==> src/rtl/bcd_disp_pkg.sv <==
// rtl/bcd_disp_pkg.sv - segment patterns and digit-index sizing shared by display blocks
package bcd_disp_pkg;

   // Segment order is {g,f,e,d,c,b,a}, active-high
   localparam logic [6:0] SEG_0    = 7'b0111111;
   localparam logic [6:0] SEG_1    = 7'b0000110;
   localparam logic [6:0] SEG_2    = 7'b1011011;
   localparam logic [6:0] SEG_3    = 7'b1001111;
   localparam logic [6:0] SEG_4    = 7'b1100110;
   localparam logic [6:0] SEG_5    = 7'b1101101;
   localparam logic [6:0] SEG_6    = 7'b1111101;
   localparam logic [6:0] SEG_7    = 7'b0000111;
   localparam logic [6:0] SEG_8    = 7'b1111111;
   localparam logic [6:0] SEG_9    = 7'b1101111;
   localparam logic [6:0] SEG_DASH = 7'b1000000;
   localparam logic [6:0] SEG_OFF  = 7'b0000000;

   // Width of a digit index; a single-digit display still needs a 1-bit index
   function automatic int idx_width(input int n);
      return (n <= 1) ? 1 : $clog2(n);
   endfunction

endpackage

==> src/rtl/seg7_decoder.sv <==
// rtl/seg7_decoder.sv - combinational BCD to 7-segment decoder, dash for non-BCD codes
module seg7_decoder
   import bcd_disp_pkg::*;
(
   input  logic [3:0] i_bcd,
   output logic [6:0] o_seg
);

   // Table lookup; codes 10..15 show a dash so corrupt counter values are visible
   always_comb begin
      o_seg = SEG_DASH;
      case (i_bcd)
         4'd0:    o_seg = SEG_0;
         4'd1:    o_seg = SEG_1;
         4'd2:    o_seg = SEG_2;
         4'd3:    o_seg = SEG_3;
         4'd4:    o_seg = SEG_4;
         4'd5:    o_seg = SEG_5;
         4'd6:    o_seg = SEG_6;
         4'd7:    o_seg = SEG_7;
         4'd8:    o_seg = SEG_8;
         4'd9:    o_seg = SEG_9;
         default: o_seg = SEG_DASH;
      endcase
   end

endmodule

==> src/rtl/bcd_scan_display.sv <==
// rtl/bcd_scan_display.sv - multiplexed 7-segment scan driver; BCD_SCAN_LZ_BLANK_EN enables leading-zero blanking
module bcd_scan_display
   import bcd_disp_pkg::*;
#(
   parameter int                        NUM_DIGITS     = 3,
   parameter int                        SCAN_DIV_WIDTH = 16,
   parameter logic [SCAN_DIV_WIDTH-1:0] SCAN_DIV       = 16'd50000,
   parameter logic [SCAN_DIV_WIDTH-1:0] BLANK_CYCLES   = 16'd500
)(
   input  logic                    sys_clk,
   input  logic                    sys_rst_n,
   input  logic                    disp_en,
   input  logic [4*NUM_DIGITS-1:0] bcd_in,
   output logic [6:0]              seg,
   output logic [NUM_DIGITS-1:0]   dig_sel,
   output logic                    frame_start
);

   localparam int                        IW       = idx_width(NUM_DIGITS);
   localparam logic [SCAN_DIV_WIDTH-1:0] CNT_LAST = SCAN_DIV - 1'b1;
   localparam logic [IW-1:0]             IDX_LAST = IW'(NUM_DIGITS - 1);

   logic [SCAN_DIV_WIDTH-1:0] r_cnt;
   logic [IW-1:0]             r_idx;
   logic [4*NUM_DIGITS-1:0]   r_shadow;
   logic [6:0]                r_seg;
   logic [NUM_DIGITS-1:0]     r_dig_sel;
   logic                      r_frame_start;

   logic                      w_tick;
   logic                      w_frame_end;
   logic [3:0]                w_nibble;
   logic [6:0]                w_seg;
   logic [NUM_DIGITS-1:0]     w_dig_on;
   logic                      w_lz_blank;

   assign w_tick      = (r_cnt == CNT_LAST);
   assign w_frame_end = w_tick && (r_idx == IDX_LAST);
   assign w_dig_on    = ~(NUM_DIGITS'(1) << r_idx);

   // Select the snapshot nibble belonging to the digit currently being scanned
   always_comb begin
      w_nibble = 4'd0;
      for (int i = 0; i < NUM_DIGITS; i++) begin
         if (r_idx == IW'(i)) w_nibble = r_shadow[4*i +: 4];
      end
   end

`ifdef BCD_SCAN_LZ_BLANK_EN
   // A digit above the units is dark when it and every higher digit are zero
   always_comb begin
      w_lz_blank = 1'b0;
      for (int i = 1; i < NUM_DIGITS; i++) begin
         if (r_idx == IW'(i)) w_lz_blank = ((r_shadow >> (4*i)) == '0);
      end
   end
`else
   assign w_lz_blank = 1'b0;
`endif

   seg7_decoder u_dec (
      .i_bcd (w_nibble),
      .o_seg (w_seg)
   );

   // Slot prescaler and digit index; index advances once per slot
   always_ff @(posedge sys_clk or negedge sys_rst_n) begin
      if (!sys_rst_n) begin
         r_cnt <= '0;
         r_idx <= '0;
      end else if (w_tick) begin
         r_cnt <= '0;
         r_idx <= (r_idx == IDX_LAST) ? '0 : r_idx + 1'b1;
      end else begin
         r_cnt <= r_cnt + 1'b1;
      end
   end

   // Whole-frame snapshot so a counter update never mixes two values in one frame
   always_ff @(posedge sys_clk or negedge sys_rst_n) begin
      if (!sys_rst_n) begin
         r_shadow      <= '0;
         r_frame_start <= 1'b0;
      end else begin
         r_frame_start <= w_frame_end;
         if (w_frame_end) r_shadow <= bcd_in;
      end
   end

   // Registered drive; the blanking window at each slot start prevents ghosting
   always_ff @(posedge sys_clk or negedge sys_rst_n) begin
      if (!sys_rst_n) begin
         r_seg     <= SEG_OFF;
         r_dig_sel <= '1;
      end else if (!disp_en || (r_cnt < BLANK_CYCLES) || w_lz_blank) begin
         r_seg     <= SEG_OFF;
         r_dig_sel <= '1;
      end else begin
         r_seg     <= w_seg;
         r_dig_sel <= w_dig_on;
      end
   end

   assign seg         = r_seg;
   assign dig_sel     = r_dig_sel;
   assign frame_start = r_frame_start;

endmodule

==> config.mk <==
export PLATFORM = sky130hd
export DESIGN_NAME = bcd_scan_display
export DESIGN_NICKNAME = d
export VERILOG_FILES = /design/src/rtl/bcd_disp_pkg.sv /design/src/rtl/seg7_decoder.sv /design/src/rtl/bcd_scan_display.sv
export SDC_FILE = /design/constraint.sdc
export NUM_CORES = 1
export LEC_CHECK = 0
export BUFFER_PORTS_ARGS = -buffer_cell sky130_fd_sc_hd__buf_2
export CAP_MARGIN = 25
export CORE_MARGIN = 2
export CORE_UTILIZATION = 57
export DETAILED_ROUTE_END_ITERATION = 7
export PLACE_DENSITY_LB_ADDON = 0.08
export REMOVE_ABC_BUFFERS = 1
export SETUP_SLACK_MARGIN = 0.1
export SLEW_MARGIN = 20
export SYNTH_ARGS = -nofsm -noshare
export SYNTH_HDL_FRONTEND = slang
export SYNTH_HIERARCHICAL = 1
export SYNTH_SLANG_ARGS = --single-unit
==> constraint.sdc <==
create_clock -name sys_clk -period 2.9 [get_ports sys_clk]
set_input_delay 0.29 -clock sys_clk [delete_from_list [all_inputs] [get_ports sys_clk]]
set_output_delay 0.29 -clock sys_clk [all_outputs]
set_load 0.005 [all_outputs]
==> Yosys cells after proc, flatten, opt, wreduce, memory -nomap -nowiden <==
Memories as Yosys holds them, arrays and structs flattened.
Index checks and enable logic that the tools add are counted.
{ "word_totals": {"elab_cells": 26, "n_memories": 1, "latchBits": 0, "rom_bits": 112, "mem_bits_rw": 0, "out_inout_bits": 11, "register_bits": 41, "in_bits": 15} }
{ "mem_list": {"columns": ["memory", "depth", "width", "read_ports", "rd_clocked_by_memory_dff", "wr", "line_no", "text"], "rows": [
  ["(name not given)", 16, 7, 1, 0, 0, "seg7_decoder.sv:12", "case (i_bcd)"]
]} }
{ "op_classes": {"n_lt_le_gt_ge": 1, "muxes": 7, "mul": 0, "add_sub_neg": 2, "n_shift": 1, "reduce_logical": 4, "div_mod_pow": 0, "bitwise": 1, "eq_ne": 3} }
{ "op_table": {"columns": ["cell", "count"], "rows": [
  ["adder 16 x 1 -> 16 bit, second input constant", 1],
  ["== test 16 bit, second input constant", 1],
  ["less-than comparator 16 x 9 -> 1 bit, second input constant", 1],
  ["2-to-1 mux 16 bit", 1],
  ["2-to-1 mux 4 bit", 3],
  ["2-to-1 mux 7 bit", 1],
  ["2-to-1 mux 3 bit", 1],
  ["inverter 3 bit", 1],
  ["<< shifter 1 x 2 -> 3 bit, first input constant", 1],
  ["adder 2 x 1 -> 2 bit, second input constant", 1],
  ["== test 2 x 1 -> 1 bit, second input constant", 1],
  ["== test 2 bit, second input constant", 1],
  ["logical NOT 2 bit", 1],
  ["2-to-1 mux 2 bit", 1],
  ["logical AND 1 bit", 1],
  ["logical NOT 1 bit", 1],
  ["logical OR 1 bit", 1]
]} }

==> Depth between registers and ports, before layout <==
Gate-level depths: netlist of run 1.
An unclocked memory read counts as a cell.
{ "logic_depth": {"word_depth": 6, "mapped_depth": 9, "depth_no_buf": 8} }

==> By module <==
The synthesis of run 1 kept the hierarchy.
{ "modules_own_cells": {"columns": ["module", "seq_area_each_um2", "n_inst", "cells_each", "area_each_um2"], "rows": [
  ["bcd_scan_display", 1029.7, 1, 148, 1789.2],
  ["seg7_decoder", 0.0, 1, 29, 227.7]
]} }

==> Worst setup path after synthesis of run 1 <==
No wires, ideal clock.
{ "synth_path": {"kind": "register to register", "startpoint": "reg r_idx[1]", "endpoint": "reg r_seg[5] (netlist: seg[5])", "arrival_ns": 2.040, "path_buffers": 1, "t_required_ns": 2.781, "stages_incl_launch_ff": 9, "setup_slack_ns": 0.741, "period_less_slack_ns": 2.159, "setup_ns": 0.119, "cell_sequence": "dfrtp_1 > clkbuf_1 > mux2i_1 > o21ai_0 > inv_1 > ha_1 > nor2b_1 > o31a_1 > and2_1"} }
{ "synth_via": {"elab_chain_cells": 6, "word_cells_on_any_way": 8, "classes_between": "2 x eq/ne; 4 x mux; 1 x reduce/logical; 1 x memory"} }
{ "synth_lines": {"columns": ["item", "line_no", "text"], "rows": [
  ["from (decl)", "bcd_scan_display.sv:24", "logic [IW-1:0] r_idx;"],
  ["from (signal assigned)", "bcd_scan_display.sv:73", "r_idx <= (r_idx == IDX_LAST) ? '0 : r_idx + 1'b1;"],
  ["logical NOT 2 bit", "bcd_scan_display.sv:45", "if (r_idx == IW'(i)) w_nibble = r_shadow[4*i +: 4];"],
  ["2-to-1 mux 4 bit (2 in series)", "bcd_scan_display.sv:45", null],
  ["2-to-1 mux 4 bit *", "bcd_scan_display.sv:45", null],
  ["net w_nibble[1]", "bcd_scan_display.sv:32", "logic [3:0] w_nibble;"],
  ["memory (16 x 7 bit) *", null, null],
  ["net w_seg[5]", "bcd_scan_display.sv:33", "logic [6:0] w_seg;"],
  ["2-to-1 mux 7 bit *", "bcd_scan_display.sv:95", "end else if (!disp_en || (r_cnt < BLANK_CYCLES) || w_lz_blank) begin"],
  ["to (signal assigned)", "bcd_scan_display.sv:99", "r_seg <= w_seg;"],
  ["to (decl)", "bcd_scan_display.sv:26", "logic [6:0] r_seg;"]
]} }
The timed path passes the listed nets; every way through them passes the cells marked *.
A chain may end at the register's enable or synchronous reset.

==> Worst setup path in the final report of run 1 <==
{ "layout_path": {"startpoint": "reg r_cnt[13]", "endpoint": "reg r_shadow[3]"} }
{ "layout_via": {"elab_chain_cells": 2} }
{ "layout_lines": {"columns": ["item", "line_no", "text"], "rows": [
  ["from (decl)", "bcd_scan_display.sv:23", "logic [SCAN_DIV_WIDTH-1:0] r_cnt;"],
  ["from (signal assigned)", "bcd_scan_display.sv:75", "r_cnt <= r_cnt + 1'b1;"],
  ["== test 16 bit", "bcd_scan_display.sv:37", "assign w_tick = (r_cnt == CNT_LAST);"],
  ["logical AND 1 bit", "bcd_scan_display.sv:38", "assign w_frame_end = w_tick && (r_idx == IDX_LAST);"],
  ["to (signal assigned)", "bcd_scan_display.sv:86", "if (w_frame_end) r_shadow <= bcd_in;"],
  ["to (decl)", "bcd_scan_display.sv:25", "logic [4*NUM_DIGITS-1:0] r_shadow;"]
]} }
No other way between the ends.

==> results.yml, run 1 <==
run_status:
  status: "complete, no violations"
route:
  drtAntennaViolNets: 0
  drc: 0
  vias_per_cell: 5.43
  first_pass_iters: 4
  drtIter0Drc: 46
  wl_mm: 3.32
  wl_per_cell_um: 13.2
  vias: 1362
cells_and_area:
  finalNonFillerCells: 251
  final_cell_mix: "dfrtp_1, buf_2, mux2_2, nor2_1, nand2_1"
  syn_to_final_growth_pct: 9.99
  nNetsFinal: 226
  n_antenna_cell: 0
  drive_gt1_share_pct: 28.8
  n_fill_cell: 299
  final_common_cell: "dfrtp_1"
placed_design:
  io_buffers: 25
  dpl.cell_count: 243
  place_hpwl_mm: 2.38
  gp_congestion: 0.879
cts:
  numCtsBuffers: 5
  clkSinkCount: 41
  cts_resized: 0
  clk-insertion-delay-late_ns: 0.35
  cts_setup_buffers: 0
  postCtsHoldBufs: 0
  cts_root_buffer: "clkbuf_4"
  clock_path_buffers: 2
  path_clk_slew_ns: 0.12
  cts_tree: "done"
  htreeDepth: 2
timing:
  fin_skew_ns: 0.0113
  hold_violations: 0
  slew_viol_final: 0
  fin_tns_setup_ns: 0
  fmax_ghz: 0.454
  fin_crit_ns: 2.20
  tightest_slew_ns: 0.865
  timing.slew.headroom_pct: 42.3
  post-route-period-util_pct: 76.0
  rsz0062_at_grt: "false"
  report.final.setup_viol: 0
worst_setup_path:
  start_kind: "flop"
  worstReg2RegStart: "r_cnt[13]"
  r2r_end: "r_shadow[3]"
  crit_fanout: 12
  worstSetupPathType: "flop to flop"
  crit_arrival_ns: 2.44
  crit_path_end_kind: "flop"
  worst_ep_required_time_ns: 3.14
  r2r_setup_slack_ns: 0.70
  reg2reg_depth: 4
die:
  fp.dieH_um: 63.5
  num_rows: 21
  core_um2: 3360
  die_w_um: 63.5
  io_pins: 26
  initial_core_util_pct: 60.0
  fp.dieArea_um2: 4030
logic_synthesis:
  ys_warn_count: 6
  synth_seq_area_share_pct: 51.1
  yosysUniqueCellTypes: 35
  yosys_most_used_dff: "dfrtp_1"
  syn_area_um2: 2020
  synth_cells: 177
  ys_ff_latch: 41
  synth_edf_count: 0
  synth_area_per_cell_um2: 11.4
  async_reset_ff_share_pct: 100
global_routing:
  grtUsageMet2_pct: 28.8
  grt_max_degree: 42
  track_usage_pct: 18.5
  antenna_found_initial: 0
  grt_busiest_layer: "met2"
  grt_pass1_wl_mm: 5.75
  grt_use_met1_pct: 23.5
  overflow: 0
  grt_pass1_vias: 1305
  use_met3_pct: 5.71
pwr:
  power_leakage_nw: 1.08
  power_density_nw_per_um2: 387
  ir_worst_vdd_mv: 0.296
hold_path:
  hp-class: "input pin to async pin"
flow_run:
  max_cap_violations: 0
## cell families (layout without fill, tap and decap cells)
logic type | count (synthesis) | after routing | synth area share (%)
AND/OR/NAND/NOR | 65 | 65 | 19.4
flip-flops | 41 | 41 | 51.1
multiplexers | 19 | 19 | 10.4
AO/OA/AOI/OAI | 17 | 17 | 5.40
buffers and inverters | 16 | 44 | 4.22
XOR/XNOR | 12 | 12 | 5.21
adder cells (fa/ha/maj) | 7 | 7 | 4.34
## power by group
group	leakage [nW]	switching [mW]	internal, mW
registers	0.548	0	0.572
logic	0.495	0.0125	0.00674
clock network	0.0320	0.176	0.0925
total	1.08	0.188	0.671
## worst max path at each step
stage               from           to  slack, ns  cells past startpoint
3_3_place_gp    r_idx[0]       seg[5]       0.76                      8
2_1_floorplan   r_idx[1]       seg[5]       0.82                      7
4_1_cts        r_cnt[13]  r_shadow[3]       0.67                      4
3_5_place_dp   r_cnt[13]  r_shadow[3]       0.68                      4
5_1_grt         r_idx[0]       seg[5]       0.44                      8
6_report       r_cnt[13]  r_shadow[3]       0.70                      4
## layer usage
layer | routed length, um | share of wire (%) | up-vias
met5 | 0 | 0 | -
met4 | 75 | 2.3 | 0
met3 | 180 | 5.4 | 7
met2 | 1520 | 46 | 36
met1 | 1540 | 47 | 653
li1 | - | - | 666
## final cells by class
type	instances	area [um^2]	share of cell area [%]
clock inverter	2	10.0	0.451
timing repair buffer	28	148	6.66
inverter	8	30.0	1.35
multi-input combinational	120	902	40.7
clock buffer	6	41.3	1.86
tap	46	57.6	2.59
sequential	41	1030	46.4
## state kept, by name, summed over array words and instances, names as in the netlist
signal and flops:
seg 7, frame_start 1, r_shadow 12, dig_sel 3, r_cnt 16, r_idx 2
## worst max-delay path, cell delays in order (launching register included)
cell and delay (ns):
dfrtp_1 0.46, nor4_4 0.36, nand4_1 0.18, nor4_4 0.67, mux2_2 0.41
## Yosys cell counts (3+ instances only)
cell type  number  area, um^2
and2_1          7        43.8
and3_1          3        18.8
and4_1          4        35.0
buf_6           3        33.8
clkbuf_1        3        11.3
dfrtp_1        38         951
dfstp_2         3        78.8
ha_1            7        87.6
inv_1           8        30.0
mux2_2         15         169
mux2i_1         4        40.0
nand2_1        12        45.0
nand3_1         5        25.0
nand4_1         5        31.3
nor2_1         13        48.8
nor2b_1         4        25.0
o21ai_0         8        40.0
o22ai_1         3        18.8
xnor2_1         5        43.8
xor2_1          7        61.3
## through the flow
step	hold WS [ns]	worst slack [ns]	instance area (um^2)	util (%)	power [mW]
global route	0.0920	0.442	2220	66.0	0.905
CTS	0.0638	0.667	2220	66.0	0.873
floorplan	-0.00559	0.820	1960	-	0.583
global placement	0.440	0.763	2170	64.4	0.602
finish	0.0380	0.696	2220	66.0	0.859
detailed placement	0.455	0.685	2170	64.4	0.603
(Power assumes the default switching activity.)
==> run 2, diff against run 1 <==
CORE_UTILIZATION = 51   (was 57)
clock period = 2 ns   (was 2.9 ns; I/O delays follow)
==> run 2 against run 1 <==
  * Wire length increased by 5.4%
  * Critical endpoint is now r_shadow[4]
  * Clock skew decreased by 0.0052 ns
  * First-iteration DRC count increased by 120%
  * Fmax increased by 17%
  * Largest cell class unchanged
  * Register-to-register slack got worse by 0.59 ns
  * Largest power group unchanged
  * Clock power increased to 2.9 times the previous value
  * Hold slack improved by 0.10 ns
  * Combinational power increased by 66%
  * Final cell count increased by 4.4%
  * Die area increased by 11%
  * Critical path depth increased by 2
  * Flip-flop and latch count unchanged
==> results.yml, run 2 (synthesized netlist as in run 1, its figures left out) <==
timing:
  slew_viol_final: 0
  hold_ws_ns: 0.138
  finalWorstSetupSlack_ns: 0.108
  fin_crit_ns: 1.89
  fin_tns_setup_ns: 0
  timing.slew.headroom_pct: 75.3
  fin_skew_ns: 0.00603
  report.final.setup_viol: 0
  rsz0062_at_grt: "true"
  hold_violations: 0
  fmax_ghz: 0.529
  tightest_slew_ns: 0.370
  post-route-period-util_pct: 94.6
die:
  num_rows: 22
  initial_core_util_pct: 53.9
  core_um2: 3740
  die_w_um: 66.9
  fp.dieH_um: 66.9
  fp.dieArea_um2: 4470
  io_pins: 26
cells_and_area:
  n_antenna_cell: 0
  top_register: "r_cnt"
  largest_register_ffs: 16
  final_cell_mix: "dfrtp_1, buf_2, mux2_2, nor2_1, nand2_1"
  stdcell_area_um2: 2390
  nNetsFinal: 235
  syn_to_final_growth_pct: 18.5
  final_common_cell: "dfrtp_1"
  drive_gt1_share_pct: 33.2
route:
  first_pass_iters: 4
  wl_mm: 3.50
  vias_per_cell: 5.17
  drtIter0Drc: 103
  wl_per_cell_um: 13.3
  drc: 0
  vias: 1355
  drtAntennaViolNets: 0
worst_setup_path:
  critPathSlowestCell: "dfrtp_1"
  r2r_setup_slack_ns: 0.11
  worst_ep_required_time_ns: 2.18
  startpoint: "r_cnt[0]"
  reg2reg_depth: 6
  r2r_end: "r_shadow[4]"
  worstReg2RegStart: "r_cnt[0]"
  slowest_delay_ns: 0.39
  crit_fanout: 12
  crit_arrival_ns: 2.07
  crit_path_end_kind: "flop"
  start_kind: "flop"
  worstPathCellList: "ha_1 > and4_1 > nand4b_1 > nor4_4 > buf_12 > mux2_2"
  worstSetupPathType: "flop to flop"
global_routing:
  grt_max_degree: 30
  track_usage_pct: 18.3
  grt_pass1_vias: 1242
  antenna_found_initial: 0
  overflow: 0
  grt_pass1_wl_mm: 5.91
cts:
  clock_path_buffers: 2
  path_clk_slew_ns: 0.07
  numCtsBuffers: 5
  cts_tree: "done"
  cts_root_buffer: "clkbuf_8"
  htreeDepth: 2
  clkSinkCount: 41
  cts_setup_buffers: 0
  clk-insertion-delay-late_ns: 0.29
placed_design:
  io_buffers: 25
  gp_congestion: 0.866
  dp_worst_setup_slack_ns: 0.118
  place_hpwl_mm: 2.55
  placed_area_um2: 2240
pwr:
  power_density_nw_per_um2: 680
  power_leakage_nw: 1.16
  finalPower_mw: 1.63
  ir_worst_vdd_mv: 0.594
hold_path:
  whs_endpoint: "r_shadow[9]"
  hp-class: "input pin to flop"
  hold_path_depth: 2
  hp-start: "bcd_in[9]"
flow_run:
  max_cap_violations: 0
run_status:
  status: "complete, no violations"
-- run 2: cell count changes in the layout (fill, tap and decap cells not counted), sizes merged --
cell,previous run,this run
clkinv,2,1
bufinv,0,2
dlygate4sd3,0,1
buf,28,36
clkbuf,6,5
-- run 2: repair_timing --
action                                  in CTS  in global routing
hold endpoints to repair                    12                  0
hold buffers                                 1                  0
endpoints found under the setup margin       0                 16
resized for setup                            0                  5
-- run 2: report_power, final --
part / internal (mW) / leakage, nW / total [mW] / switching (mW)
sequential: 0.829 / 0.545 / 0.829 / 0
clock: 0.495 / 0.0681 / 0.766 / 0.270
combinational: 0.0123 / 0.546 / 0.0318 / 0.0195
-- run 2: how the worst max path moves through the flow --
stage	to	slack (ns)
after detailed placement	r_shadow[4]	0.12
after global routing	r_shadow[0]	0.02
after CTS	r_shadow[10]	0.10
after global placement	r_shadow[1]	0.17
final	r_shadow[4]	0.11
after floorplan	seg[5]	-0.08
-- run 2: through the flow --
step	instances	utilization, %
2_1_floorplan	169	-
3_3_place_gp	253	59.9
3_5_place_dp	253	59.9
4_1_cts	262	63.7
5_1_grt	262	63.9
6_report	262	63.9
-- run 2: final cells by class --
cell class / count / area (um^2)
Sequential cell: 41 / 1030
Fill cell: 318 / 1350
Inverter: 8 / 30.0
Multi-Input combinational cell: 120 / 905
Clock buffer: 5 / 68.8
Tap cell: 48 / 60.1
Timing Repair Buffer: 37 / 230
Clock inverter: 3 / 65.1
-- run 2: layer usage --
metal	GRT usage [%]	part of all wire, %	vias to the layer above
met5	0	0	-
li1	-	-	679
met1	26.3	50	640
met3	5.07	4.5	4
met2	25.8	44	32
met4	7.65	1.3	0
-- run 2: critical path, delay by kind of cell, from the launching register on --
family / cells / cell delay, ns
simple gates: 3 / 0.67
flops: 1 / 0.39
fa+ha+maj: 1 / 0.21
mux: 1 / 0.34
buf+inv: 1 / 0.18
